## config.mk

```make
export PLATFORM = sky130hd
export DESIGN_NAME = hazard_ctrl
export DESIGN_NICKNAME = d
export VERILOG_FILES = /design/src/rtl/hazard_ctrl.sv
export SDC_FILE = /design/constraint.sdc
export NUM_CORES = 1
export LEC_CHECK = 0
export BUFFER_PORTS_ARGS = -buffer_cell sky130_fd_sc_hd__buf_2
export CAP_MARGIN = 10
export CORE_UTILIZATION = 55
export CTS_CLUSTER_DIAMETER = 200
export DETAILED_ROUTE_END_ITERATION = 8
export HOLD_SLACK_MARGIN = 0.1
export PLACE_DENSITY = 0.9
export SLEW_MARGIN = 20
export SYNTH_ARGS = -nofsm -noshare
export SYNTH_HDL_FRONTEND = slang
export SYNTH_SLANG_ARGS = --single-unit
```

## constraint.sdc

```tcl
create_clock -name clk -period 3.4 [get_ports clk]
set_input_delay 0.34 -clock clk [delete_from_list [all_inputs] [get_ports clk]]
set_output_delay 0.34 -clock clk [all_outputs]
set_load 0.01 [all_outputs]
```

## src/rtl/hazard_ctrl.sv

```systemverilog
// Hazard and stall controller for the 5-stage 16-bit pipeline.
// Tracks an EX shadow, multiply occupancy and the HALT drain sequence.
module hazard_ctrl #(
   parameter int unsigned MUL_LATENCY  = 3,
   parameter int unsigned DRAIN_CYCLES = 3
) (
   input  logic        clk,
   input  logic        rst,
   input  logic        id_valid,
   input  logic [3:0]  id_rs1,
   input  logic [3:0]  id_rs2,
   input  logic        id_uses_rs1,
   input  logic        id_uses_rs2,
   input  logic [3:0]  id_rd,
   input  logic        id_writes_rd,
   input  logic        id_is_load,
   input  logic        id_is_mul,
   input  logic        id_is_halt,
   input  logic        ex_branch_taken,
   output logic        stall_pc,
   output logic        ifid_hold,
   output logic        ifid_flush,
   output logic        idex_bubble,
   output logic        halted,
   output logic [15:0] stall_count
);

   localparam int unsigned DW =
      (DRAIN_CYCLES > 2) ? $clog2(DRAIN_CYCLES) : 1;
   localparam logic [DW-1:0] DRAIN_INIT = DW'(DRAIN_CYCLES - 1);
   localparam logic [3:0]    MUL_INIT   = 4'(MUL_LATENCY - 1);

   localparam logic [1:0] S_RUN    = 2'd0;
   localparam logic [1:0] S_DRAIN  = 2'd1;
   localparam logic [1:0] S_HALTED = 2'd2;

   logic [1:0]    state_q, state_d;
   logic          ex_valid_q, ex_valid_d;
   logic [3:0]    ex_rd_q, ex_rd_d;
   logic          ex_writes_q, ex_writes_d;
   logic          ex_is_load_q, ex_is_load_d;
   logic [3:0]    mul_cnt_q, mul_cnt_d;
   logic [DW-1:0] drain_cnt_q, drain_cnt_d;
   logic [15:0]   stall_cnt_q, stall_cnt_d;

   logic run, in_drain, in_halted;
   logic mul_busy, rs1_hit, rs2_hit, load_use;
   logic m_flush, m_mul, m_lu, issue;
   logic stall_r, hold_r, flush_r, bubble_r;

   always_comb begin
      run       = (state_q == S_RUN);
      in_drain  = (state_q == S_DRAIN);
      in_halted = (state_q == S_HALTED);
      mul_busy  = |mul_cnt_q;
      rs1_hit   = id_uses_rs1 & (id_rs1 == ex_rd_q);
      rs2_hit   = id_uses_rs2 & (id_rs2 == ex_rd_q);
      // R0 is hardwired, so a load targeting it never blocks a reader.
      load_use  = ex_valid_q & ex_is_load_q & ex_writes_q
                & (|ex_rd_q) & id_valid & (rs1_hit | rs2_hit);
      m_flush   = run & ex_branch_taken;
      m_mul     = run & ~ex_branch_taken & mul_busy;
      m_lu      = run & ~ex_branch_taken & ~mul_busy & load_use;
      issue     = id_valid & run & ~ex_branch_taken
                & ~mul_busy & ~load_use;
   end

   always_comb begin
      stall_r  = 1'b0;
      hold_r   = 1'b0;
      flush_r  = 1'b0;
      bubble_r = 1'b0;
      unique case (1'b1)
         in_halted: begin
            stall_r  = 1'b1;
            hold_r   = 1'b1;
            bubble_r = 1'b1;
         end
         in_drain: begin
            stall_r  = 1'b1;
            flush_r  = 1'b1;
            bubble_r = 1'b1;
         end
         m_flush: begin
            flush_r  = 1'b1;
            bubble_r = 1'b1;
         end
         m_mul: begin
            stall_r  = 1'b1;
            hold_r   = 1'b1;
         end
         m_lu: begin
            stall_r  = 1'b1;
            hold_r   = 1'b1;
            bubble_r = 1'b1;
         end
         default: ;
      endcase
   end

   // Outputs are forced quiet while reset is held, whatever ID presents.
   always_comb begin
      stall_pc    = rst & stall_r;
      ifid_hold   = rst & hold_r;
      ifid_flush  = rst & flush_r;
      idex_bubble = rst & bubble_r;
      halted      = rst & in_halted;
      stall_count = stall_cnt_q;
   end

   always_comb begin
      ex_valid_d   = ex_valid_q;
      ex_rd_d      = ex_rd_q;
      ex_writes_d  = ex_writes_q;
      ex_is_load_d = ex_is_load_q;
      if (issue) begin
         ex_valid_d   = 1'b1;
         ex_rd_d      = id_rd;
         ex_writes_d  = id_writes_rd;
         ex_is_load_d = id_is_load;
      end else if (!mul_busy) begin
         ex_valid_d   = 1'b0;
         ex_rd_d      = 4'd0;
         ex_writes_d  = 1'b0;
         ex_is_load_d = 1'b0;
      end
   end

   always_comb begin
      mul_cnt_d = mul_cnt_q;
      if (issue && id_is_mul) begin
         mul_cnt_d = MUL_INIT;
      end else if (mul_busy) begin
         mul_cnt_d = mul_cnt_q - 4'd1;
      end
   end

   always_comb begin
      state_d     = state_q;
      drain_cnt_d = drain_cnt_q;
      unique case (state_q)
         S_RUN: begin
            if (issue && id_is_halt) begin
               state_d     = S_DRAIN;
               drain_cnt_d = DRAIN_INIT;
            end
         end
         S_DRAIN: begin
            if (drain_cnt_q == '0) begin
               state_d = S_HALTED;
            end else begin
               drain_cnt_d = drain_cnt_q - DW'(1);
            end
         end
         S_HALTED: state_d = S_HALTED;
         default:  state_d = S_RUN;
      endcase
   end

   always_comb begin
      stall_cnt_d = stall_cnt_q;
      if (stall_r && (run || in_drain) && !(&stall_cnt_q)) begin
         stall_cnt_d = stall_cnt_q + 16'd1;
      end
   end

   always_ff @(posedge clk or negedge rst) begin
      if (!rst) begin
         state_q      <= S_RUN;
         ex_valid_q   <= 1'b0;
         ex_rd_q      <= 4'd0;
         ex_writes_q  <= 1'b0;
         ex_is_load_q <= 1'b0;
         mul_cnt_q    <= 4'd0;
         drain_cnt_q  <= '0;
         stall_cnt_q  <= 16'd0;
      end else begin
         state_q      <= state_d;
         ex_valid_q   <= ex_valid_d;
         ex_rd_q      <= ex_rd_d;
         ex_writes_q  <= ex_writes_d;
         ex_is_load_q <= ex_is_load_d;
         mul_cnt_q    <= mul_cnt_d;
         drain_cnt_q  <= drain_cnt_d;
         stall_cnt_q  <= stall_cnt_d;
      end
   end

endmodule

```

==> results.yml, run 1 <==
run_status:
  outcome: "completed"
drt:
  drtPass1Iterations: 4
  ant_nets: 0
  routed_wl_um: 3680
  num_vias: 1454
  routedWlPerCell_um: 14.3
  drcViolationCount: 0
  vias_per_cell: 5.64
  drt-initial-drc-count: 36
die:
  die_w_um: 59.1
  rows: 20
  fp.coreArea_um2: 3080
  fp.dieH_um: 59.1
  initial_core_util_pct: 58.2
  die-area_um2: 3490
  io_pins: 43
yosys:
  async_flop_share_pct: 100
  netlist_instances: 166
  synthesis.area_um2: 1790
  synth_edf_count: 0
  avgSynthCellArea_um2: 10.8
  synth_flop_cell: "dfrtp_1"
  yosysWarnings: 0
  yosysUniqueCellTypes: 44
  yosysSeqAreaShare_pct: 43.3
  synth_nets: 196
  ys_ff_latch: 31
global_route:
  antenna_found_initial: 0
  grt_pass1_wl_um: 6010
  grt_max_degree: 37
  first_global_vias: 1348
  grt_overflow: 0
  grt_usage_pct: 23.4
layout:
  multiInputGateArea_um2: 965
  drive_above_1_share_pct: 28.0
  final_nets: 243
  n_fill_cell: 236
  seq_area_um2: 776
  num_antenna_cells: 0
  area_delta_synth_final_pct: 19.3
  fin_area_um2: 2140
  final_cell_mix: "buf_2 (42), dfrtp_1 (31), xnor2_1 (19)"
  final_common_cell: "buf_2"
  final_cell_count_no_fill: 258
setup_path:
  startpoint_type: "flip-flop"
  arrival_ns: 2.43
  endpoint_kind: "output pin"
  r2r-start: "ex_rd_q[0]"
  r2r_slack_ns: 0.92
  worstPathRequired_ns: 3.06
  rr_endpoint: "stall_count[1]"
  cp_max_fo: 11
  critPathKind: "flip-flop to output pin"
  rr_worst_depth: 6
clocking:
  cts_tree: "done"
  cts_buffers: 5
  post_cts_buffers: 0
  clockBufferDepth: 2
  h-tree-depth: 2
  clkTransAtPathRegs_ns: 0.09
  cts-root-buf: "clkbuf_4"
  cts_sinks: 31
  clk_latency_ns: 0.33
sta:
  worst_pin_slew_ns: 0.761
  min_period_over_period_pct: 81.5
  fmaxAchievable_ghz: 0.361
  fin_skew_ns: 0.0114
  fin_tns_setup_ns: 0
  layout_min_cycle_time_ns: 2.77
  slew_viol_final: 0
  relSlewSlack_pct: 49.3
  hold_viol_final: 0
  holdWs_ns: 0.181
  rsz0062_at_grt: "no"
  setup_viol: 0
hold_path:
  hp-start: "id_is_mul"
  hold_end: "mul_cnt_q[0]"
  hp-class: "input port to flip-flop"
  whs_path_depth: 2
placed_design:
  dp_cells: 249
  gp_congestion: 0.869
  hpwl_um: 2630
  placed_area_um2: 2040
  portBuffers: 42
power:
  power_mw: 0.706
  ir_worst_vdd_uv: 247
  power.leakage_nw: 1.10
  p_per_area_nw_per_um2: 331
job:
  maxCapViolations: 0
[critical path, stage by stage, from the launching register on]
cell and delay [ns]:
dfrtp_1 0.44, xor2_1 0.20, nor3_2 0.22, nand4_2 0.20
a311oi_2 0.73, o21a_1 0.20, buf_2 0.13
[metrics by stage]
stage | worst slack [ns] | utilization, %
final | 0.631 | 69.4
after global routing | 0.470 | 69.4
after global placement | 1.05 | 66.3
after detailed placement | 0.973 | 66.3
after floorplan | 1.41 | -
after CTS | 0.628 | 69.4
[kinds of logic after synthesis]
logic type / share of synthesized area, %
and+or+nand+nor: 16.4
AOI/OAI and AO/OA: 17.8
DFF: 43.3
xor gates and xnor gates: 12.2
buffers and inverters: 2.79
adders and majority gates: 5.59
muxes: 1.82
[cell usage after synthesis (3+ instances only)]
master     count  share of area (%)
ha_1           8                5.6
dfrtp_1       31                 43
inv_1          9                1.9
o21ai_1        4                1.1
xnor2_1       19                9.3
nor2_1        13                2.7
and3_1         7                2.4
a21oi_1        6                1.7
xor2_1         6                2.9
o2111ai_1      5                2.4
o211ai_1       6                2.5
a21o_1         3                1.3
a22o_1         6                2.9
[how the worst max path moves through the flow]
stage                    start             end  cells past startpoint
finish              ex_rd_q[0]       ifid_hold                      6
global route        ex_rd_q[0]       ifid_hold                      6
CTS                 ex_rd_q[0]       ifid_hold                      6
detailed placement  ex_rd_q[0]  stall_count[1]                      6
global placement     id_rs1[0]  stall_count[1]                      7
floorplan           state_q[0]  stall_count[1]                      7
[metal layers]
layer,up-vias,GRT usage (%),share of wire [%],wire length (µm)
li1,705,-,-,-
met1,692,31.2,47,1720
met2,41,35.1,46,1680
met3,16,6.55,4.3,158
met4,0,11.2,3.2,119
met5,-,0,0,0
[cell type report]
cell class	count	share of cell area, %
Multi-Input combinational cell	123	45.2
Tap cell	44	2.58
Clock buffer	6	2.40
Timing Repair Buffer	43	10.3
Clock inverter	2	1.64
Sequential cell	31	36.3
Inverter	9	1.58
[flip-flops by register name (all words and copies together) (netlist names)]
register,cells
stall_count,16
ex_rd_q,4
mul_cnt_q,4
drain_cnt_q,2
state_q,2
ex_is_load_q,1
ex_valid_q,1
ex_writes_q,1
[power by group]
part	leakage (nW)	internal, mW	switching, mW
sequential	0.418	0.368	0
combinational	0.636	0.0161	0.0199
clock	0.0482	0.174	0.128
[timing repair]
action,CTS,global route
hold buffers,1,0
endpoints found under the hold margin,31,0
resized for setup,0,0
No activity file was read; power rests on OpenSTA's default activity.
==> run 2: changes to the inputs <==
Settings changed: CORE_UTILIZATION 55 to 48, PLACE_DENSITY 0.9 to 0.84.
Clock period 3.4 ns to 2.5 ns, I/O delays scaled along.
==> results.yml, run 2 (synthesis results as in run 1) <==
run_status:
  outcome: "completed"
power:
  ir_worst_vdd_uv: 321
  p_per_area_nw_per_um2: 435
  power_frac_comb_pct: 5.4
  power_mw: 0.940
  netSwitchingPower_mw: 0.221
  seqPwrFrac_pct: 53.4
  power.leakage_nw: 1.11
  power.internal_mw: 0.719
  pwr-share-clk_pct: 41.2
  switching_share_pct: 23.5
die:
  rows: 21
  die-area_um2: 3980
  io_pins: 43
  fp.dieH_um: 63.1
  fp.coreArea_um2: 3440
  initial_core_util_pct: 52.0
  die_w_um: 63.1
sta:
  slew_viol_final: 0
  fmaxAchievable_ghz: 0.424
  layout_min_cycle_time_ns: 2.36
  fin_skew_ns: 0.00541
  relSlewSlack_pct: 66.3
  rsz0062_at_grt: "no"
  worst_pin_slew_ns: 0.504
  hold_viol_final: 0
  fin_tns_setup_ns: 0
  setup_viol: 0
  min_period_over_period_pct: 94.2
drt:
  drtPass1Iterations: 4
  drcViolationCount: 0
  vias_per_cell: 5.50
  routed_wl_um: 3730
  num_vias: 1447
  routedWlPerCell_um: 14.2
  ant_nets: 0
  drt-initial-drc-count: 78
clocking:
  cts-root-buf: "clkbuf_8"
  clk_latency_ns: 0.29
  cts_sinks: 31
  clockBufferDepth: 2
  cts_tree: "done"
  clkTransAtPathRegs_ns: 0.07
  cts_buffers: 5
  postCtsResizedCells: 0
  h-tree-depth: 2
placed_design:
  portBuffers: 42
  hpwl_um: 2760
  placed_area_um2: 2060
  dp_cells: 254
  gp_congestion: 0.824
layout:
  area_delta_synth_final_pct: 20.6
  fin_area_um2: 2160
  final_cell_mix: "buf_2 (42), dfrtp_1 (31), xnor2_1 (19)"
  largest_register_ff_count: 16
  final_common_cell: "buf_2"
  final_nets: 246
  num_antenna_cells: 0
  drive_above_1_share_pct: 28.6
  final_cell_count_no_fill: 263
  post-route-util_pct: 62.7
hold_path:
  hp-start: "id_is_mul"
  hp-class: "input port to flip-flop"
global_route:
  first_global_vias: 1388
  grt_usage_pct: 20.6
  grt_max_degree: 22
  grt_overflow: 0
  antenna_found_initial: 0
  grt_pass1_wl_um: 6370
setup_path:
  cp_cell_sequence: "xor2_1, nor3_2, nand4_2, a311oi_2, buf_4, o21a_1, buf_2"
  worst_path_largest_cell_delay_ns: 0.44
  r2r_slack_ns: 0.34
  cp_top_family: "compound AO/OA/AOI/OAI gates"
  cp_max_fo: 11
  cp_num_buf_inv: 2
  crit_path_top_delay_cell: "dfrtp_1"
  cp-startpoint: "ex_rd_q[3]"
  critPathKind: "flip-flop to output pin"
  arrival_ns: 2.11
  rr_worst_depth: 7
  rr_endpoint: "stall_count[1]"
  r2r-start: "ex_rd_q[3]"
  crit_end: "ifid_hold"
  startpoint_type: "flip-flop"
  path_depth: 7
  worstPathRequired_ns: 2.25
  endpoint_kind: "output pin"
job:
  maxCapViolations: 0
## run 2: cell types whose count changed in the layout (fill, tap and decap cells not counted)
cell        change
clkbuf_4        -5
buf_4           +3
clkinvlp_4      +1
clkbuf_1        +1
bufinv_16       -1
clkbuf_8        +4
## run 2: stage by stage
stage / hold slack, ns / worst slack (ns)
after global routing: 0.140 / 0.0819
after floorplan: -0.0456 / 0.510
after detailed placement: 0.208 / 0.370
after CTS: 0.141 / 0.147
final: 0.141 / 0.144
after global placement: 0.204 / 0.487
## run 2: what timing repair did
| item | 4_1_cts | 5_1_grt |
|---|---|---|
| hold buffers | 1 | 0 |
| hold endpoints to repair | 15 | 0 |
| setup buffers | 0 | 0 |
## run 2: worst min path at each step
stage,endpoint,depth (start not counted)
final,mul_cnt_q[0],2
after global routing,mul_cnt_q[0],2
after CTS,mul_cnt_q[0],2
after detailed placement,stall_count[2],1
after global placement,stall_count[2],1
after floorplan,drain_cnt_q[0],0
## run 2: layout make-up
| type | count | area (µm²) |
|---|---|---|
| multi-input combinational | 123 | 965 |
| tap | 46 | 57.6 |
| sequential | 31 | 776 |
| fill | 281 | 1280 |
| timing repair buffer | 46 | 243 |
| clock buffer | 6 | 72.6 |
| inverter | 9 | 33.8 |
| clock inverter | 2 | 12.5 |
## run 2: power groups by stage
stage | sequential [mW] | combinational, mW | clock, mW
3_5_place_dp | 0.511 | 0.0501 | 0
5_1_grt | 0.501 | 0.0559 | 0.415
4_1_cts | 0.502 | 0.0519 | 0.390
2_1_floorplan | 0.511 | 0.0133 | 0
6_report | 0.502 | 0.0511 | 0.387
3_3_place_gp | 0.511 | 0.0493 | 0
## run 2: worst register-to-register path, cell delays in order, from the launching register on
cell	delay (ns)
dfrtp_1	0.44
xor2_1	0.20
nor3_2	0.19
nand4_2	0.18
a311oi_2	0.33
buf_4	0.23
o21ai_1	0.13
mux2_1	0.34
## run 2: metal layers
| metal | share of wire (%) | vias up | GRT usage [%] |
|---|---|---|---|
| li1 | - | 718 | - |
| met1 | 47 | 683 | 27.3 |
| met2 | 47 | 36 | 31.9 |
| met3 | 4.3 | 10 | 5.80 |
| met4 | 1.7 | 0 | 7.56 |
| met5 | 0 | - | 0 |
==> run 3: changes to the inputs <==
Settings changed: CORE_UTILIZATION 48 to 55, PLACE_DENSITY 0.84 to 0.9.
Clock period 2.5 ns to 2.9 ns, I/O delays scaled along.
==> results.yml, run 3 (synthesis results as in run 1) <==
run_status:
  outcome: "completed"
sta:
  slew_viol_final: 0
  fmaxAchievable_ghz: 0.420
  worst_pin_slew_ns: 0.596
  setup_viol: 0
  fin_skew_ns: 0.0156
  fin_tns_setup_ns: 0
  relSlewSlack_pct: 60.1
  rsz0062_at_grt: "no"
  min_period_over_period_pct: 82.1
  hold_viol_final: 0
  layout_min_cycle_time_ns: 2.38
layout:
  final_cell_count_no_fill: 260
  largest_register_ff_count: 16
  area_delta_synth_final_pct: 18.3
  final_common_cell: "buf_2"
  final_cell_mix: "buf_2 (42), dfrtp_1 (31), xnor2_1 (19)"
  drive_above_1_share_pct: 28.2
  final_nets: 245
  num_antenna_cells: 0
clocking:
  h-tree-depth: 2
  postCtsResizedCells: 0
  clk_latency_ns: 0.34
  clkTransAtPathRegs_ns: 0.10
  cts_sinks: 31
  post_cts_buffers: 0
  cts_tree: "done"
  cts_buffers: 5
  cts-root-buf: "clkbuf_4"
  clockBufferDepth: 2
power:
  p_per_area_nw_per_um2: 340
  power.leakage_nw: 1.09
  ir_worst_vdd_uv: 265
setup_path:
  arrival_ns: 2.09
  startpoint_type: "flip-flop"
  r2r_slack_ns: 0.70
  cp-startpoint: "ex_rd_q[0]"
  rr_endpoint: "stall_count[1]"
  endpoint_kind: "output pin"
  cp_max_fo: 11
  rr_worst_depth: 6
  crit_end: "stall_pc"
  worstPathRequired_ns: 2.61
  r2r-start: "state_q[1]"
  critPathKind: "flip-flop to output pin"
global_route:
  grt_usage_pct: 24.1
  grt_overflow: 0
  antenna_found_initial: 0
  first_global_vias: 1355
  grt_pass1_wl_um: 6210
  grt_max_degree: 23
drt:
  drcViolationCount: 0
  routedWlPerCell_um: 14.1
  routed_wl_um: 3650
  drt-initial-drc-count: 53
  ant_nets: 0
  vias_per_cell: 5.56
  num_vias: 1446
  drtPass1Iterations: 4
die:
  fp.coreArea_um2: 3080
  die-area_um2: 3490
  io_pins: 43
  rows: 20
  die_w_um: 59.1
  initial_core_util_pct: 58.2
  fp.dieH_um: 59.1
placed_design:
  portBuffers: 42
  dp_cells: 251
  hpwl_um: 2820
  gp_congestion: 0.902
job:
  maxCapViolations: 0
hold_path:
  hp-class: "input port to flip-flop"
[run 3: changes by cell type in the layout (fill, tap and decap cells not counted)]
cell	change
buf_4	-1
clkbuf_4	+5
clkbuf_8	-5
[run 3: final cells by class]
type	instances	area (µm²)
Tap cell	44	55.1
Timing Repair Buffer	45	235
Multi-Input combinational cell	123	965
Inverter	9	33.8
Clock buffer	6	41.3
Clock inverter	2	12.5
Sequential cell	31	776
Fill cell	250	960
[run 3: stage by stage]
step           hold slack [ns]  utilization (%)  area [µm²]  setup WS, ns  total power, mW
5_1_grt                  0.129             68.8        2120         0.390            0.757
3_5_place_dp             0.262             66.7        2050         0.724            0.483
2_1_floorplan         -0.00559                -        1790         0.910            0.452
3_3_place_gp             0.259             66.7        2050         0.895            0.483
4_1_cts                  0.120             68.8        2120         0.507            0.724
6_report                 0.124             68.8        2120         0.519            0.720
[run 3: power by group]
part / internal, mW / total (mW) / switching, mW / leakage, nW
clock: 0.0934 / 0.245 / 0.151 / 0.0282
sequential: 0.432 / 0.432 / 0 / 0.418
combinational: 0.0197 / 0.0433 / 0.0236 / 0.646
[run 3: worst min-delay path by stage]
stage	start	to	slack, ns	depth (start not counted)
floorplan	rst	drain_cnt_q[0]	-0.006	0
global placement	rst	drain_cnt_q[1]	0.26	1
detailed placement	rst	drain_cnt_q[1]	0.26	1
CTS	id_is_mul	mul_cnt_q[0]	0.12	2
global route	id_is_mul	mul_cnt_q[0]	0.13	2
finish	id_is_mul	mul_cnt_q[0]	0.12	2
[run 3: routing by layer]
layer / share of wire, % / vias up / GRT usage (%) / wire [µm]
met5: 0 / - / 0 / 0
met3: 2.2 / 5 / 5.46 / 82
met2: 47 / 20 / 37.7 / 1720
met1: 49 / 710 / 33.5 / 1800
met4: 1.4 / 0 / 7.82 / 51
li1: - / 711 / - / -
[run 3: worst max-delay path, stage by stage, from the launching register on]
cell and delay [ns]:
dfrtp_1 0.43, xor2_1 0.18, nor3_2 0.19, nand4_2 0.19, a311oi_2 0.29, buf_4 0.21, o21a_1 0.13, buf_2 0.12
[run 3: what timing repair did]
item	in CTS	in global routing
hold buffers	1	0
hold endpoints to repair	16	0
endpoints found under the setup margin	0	0
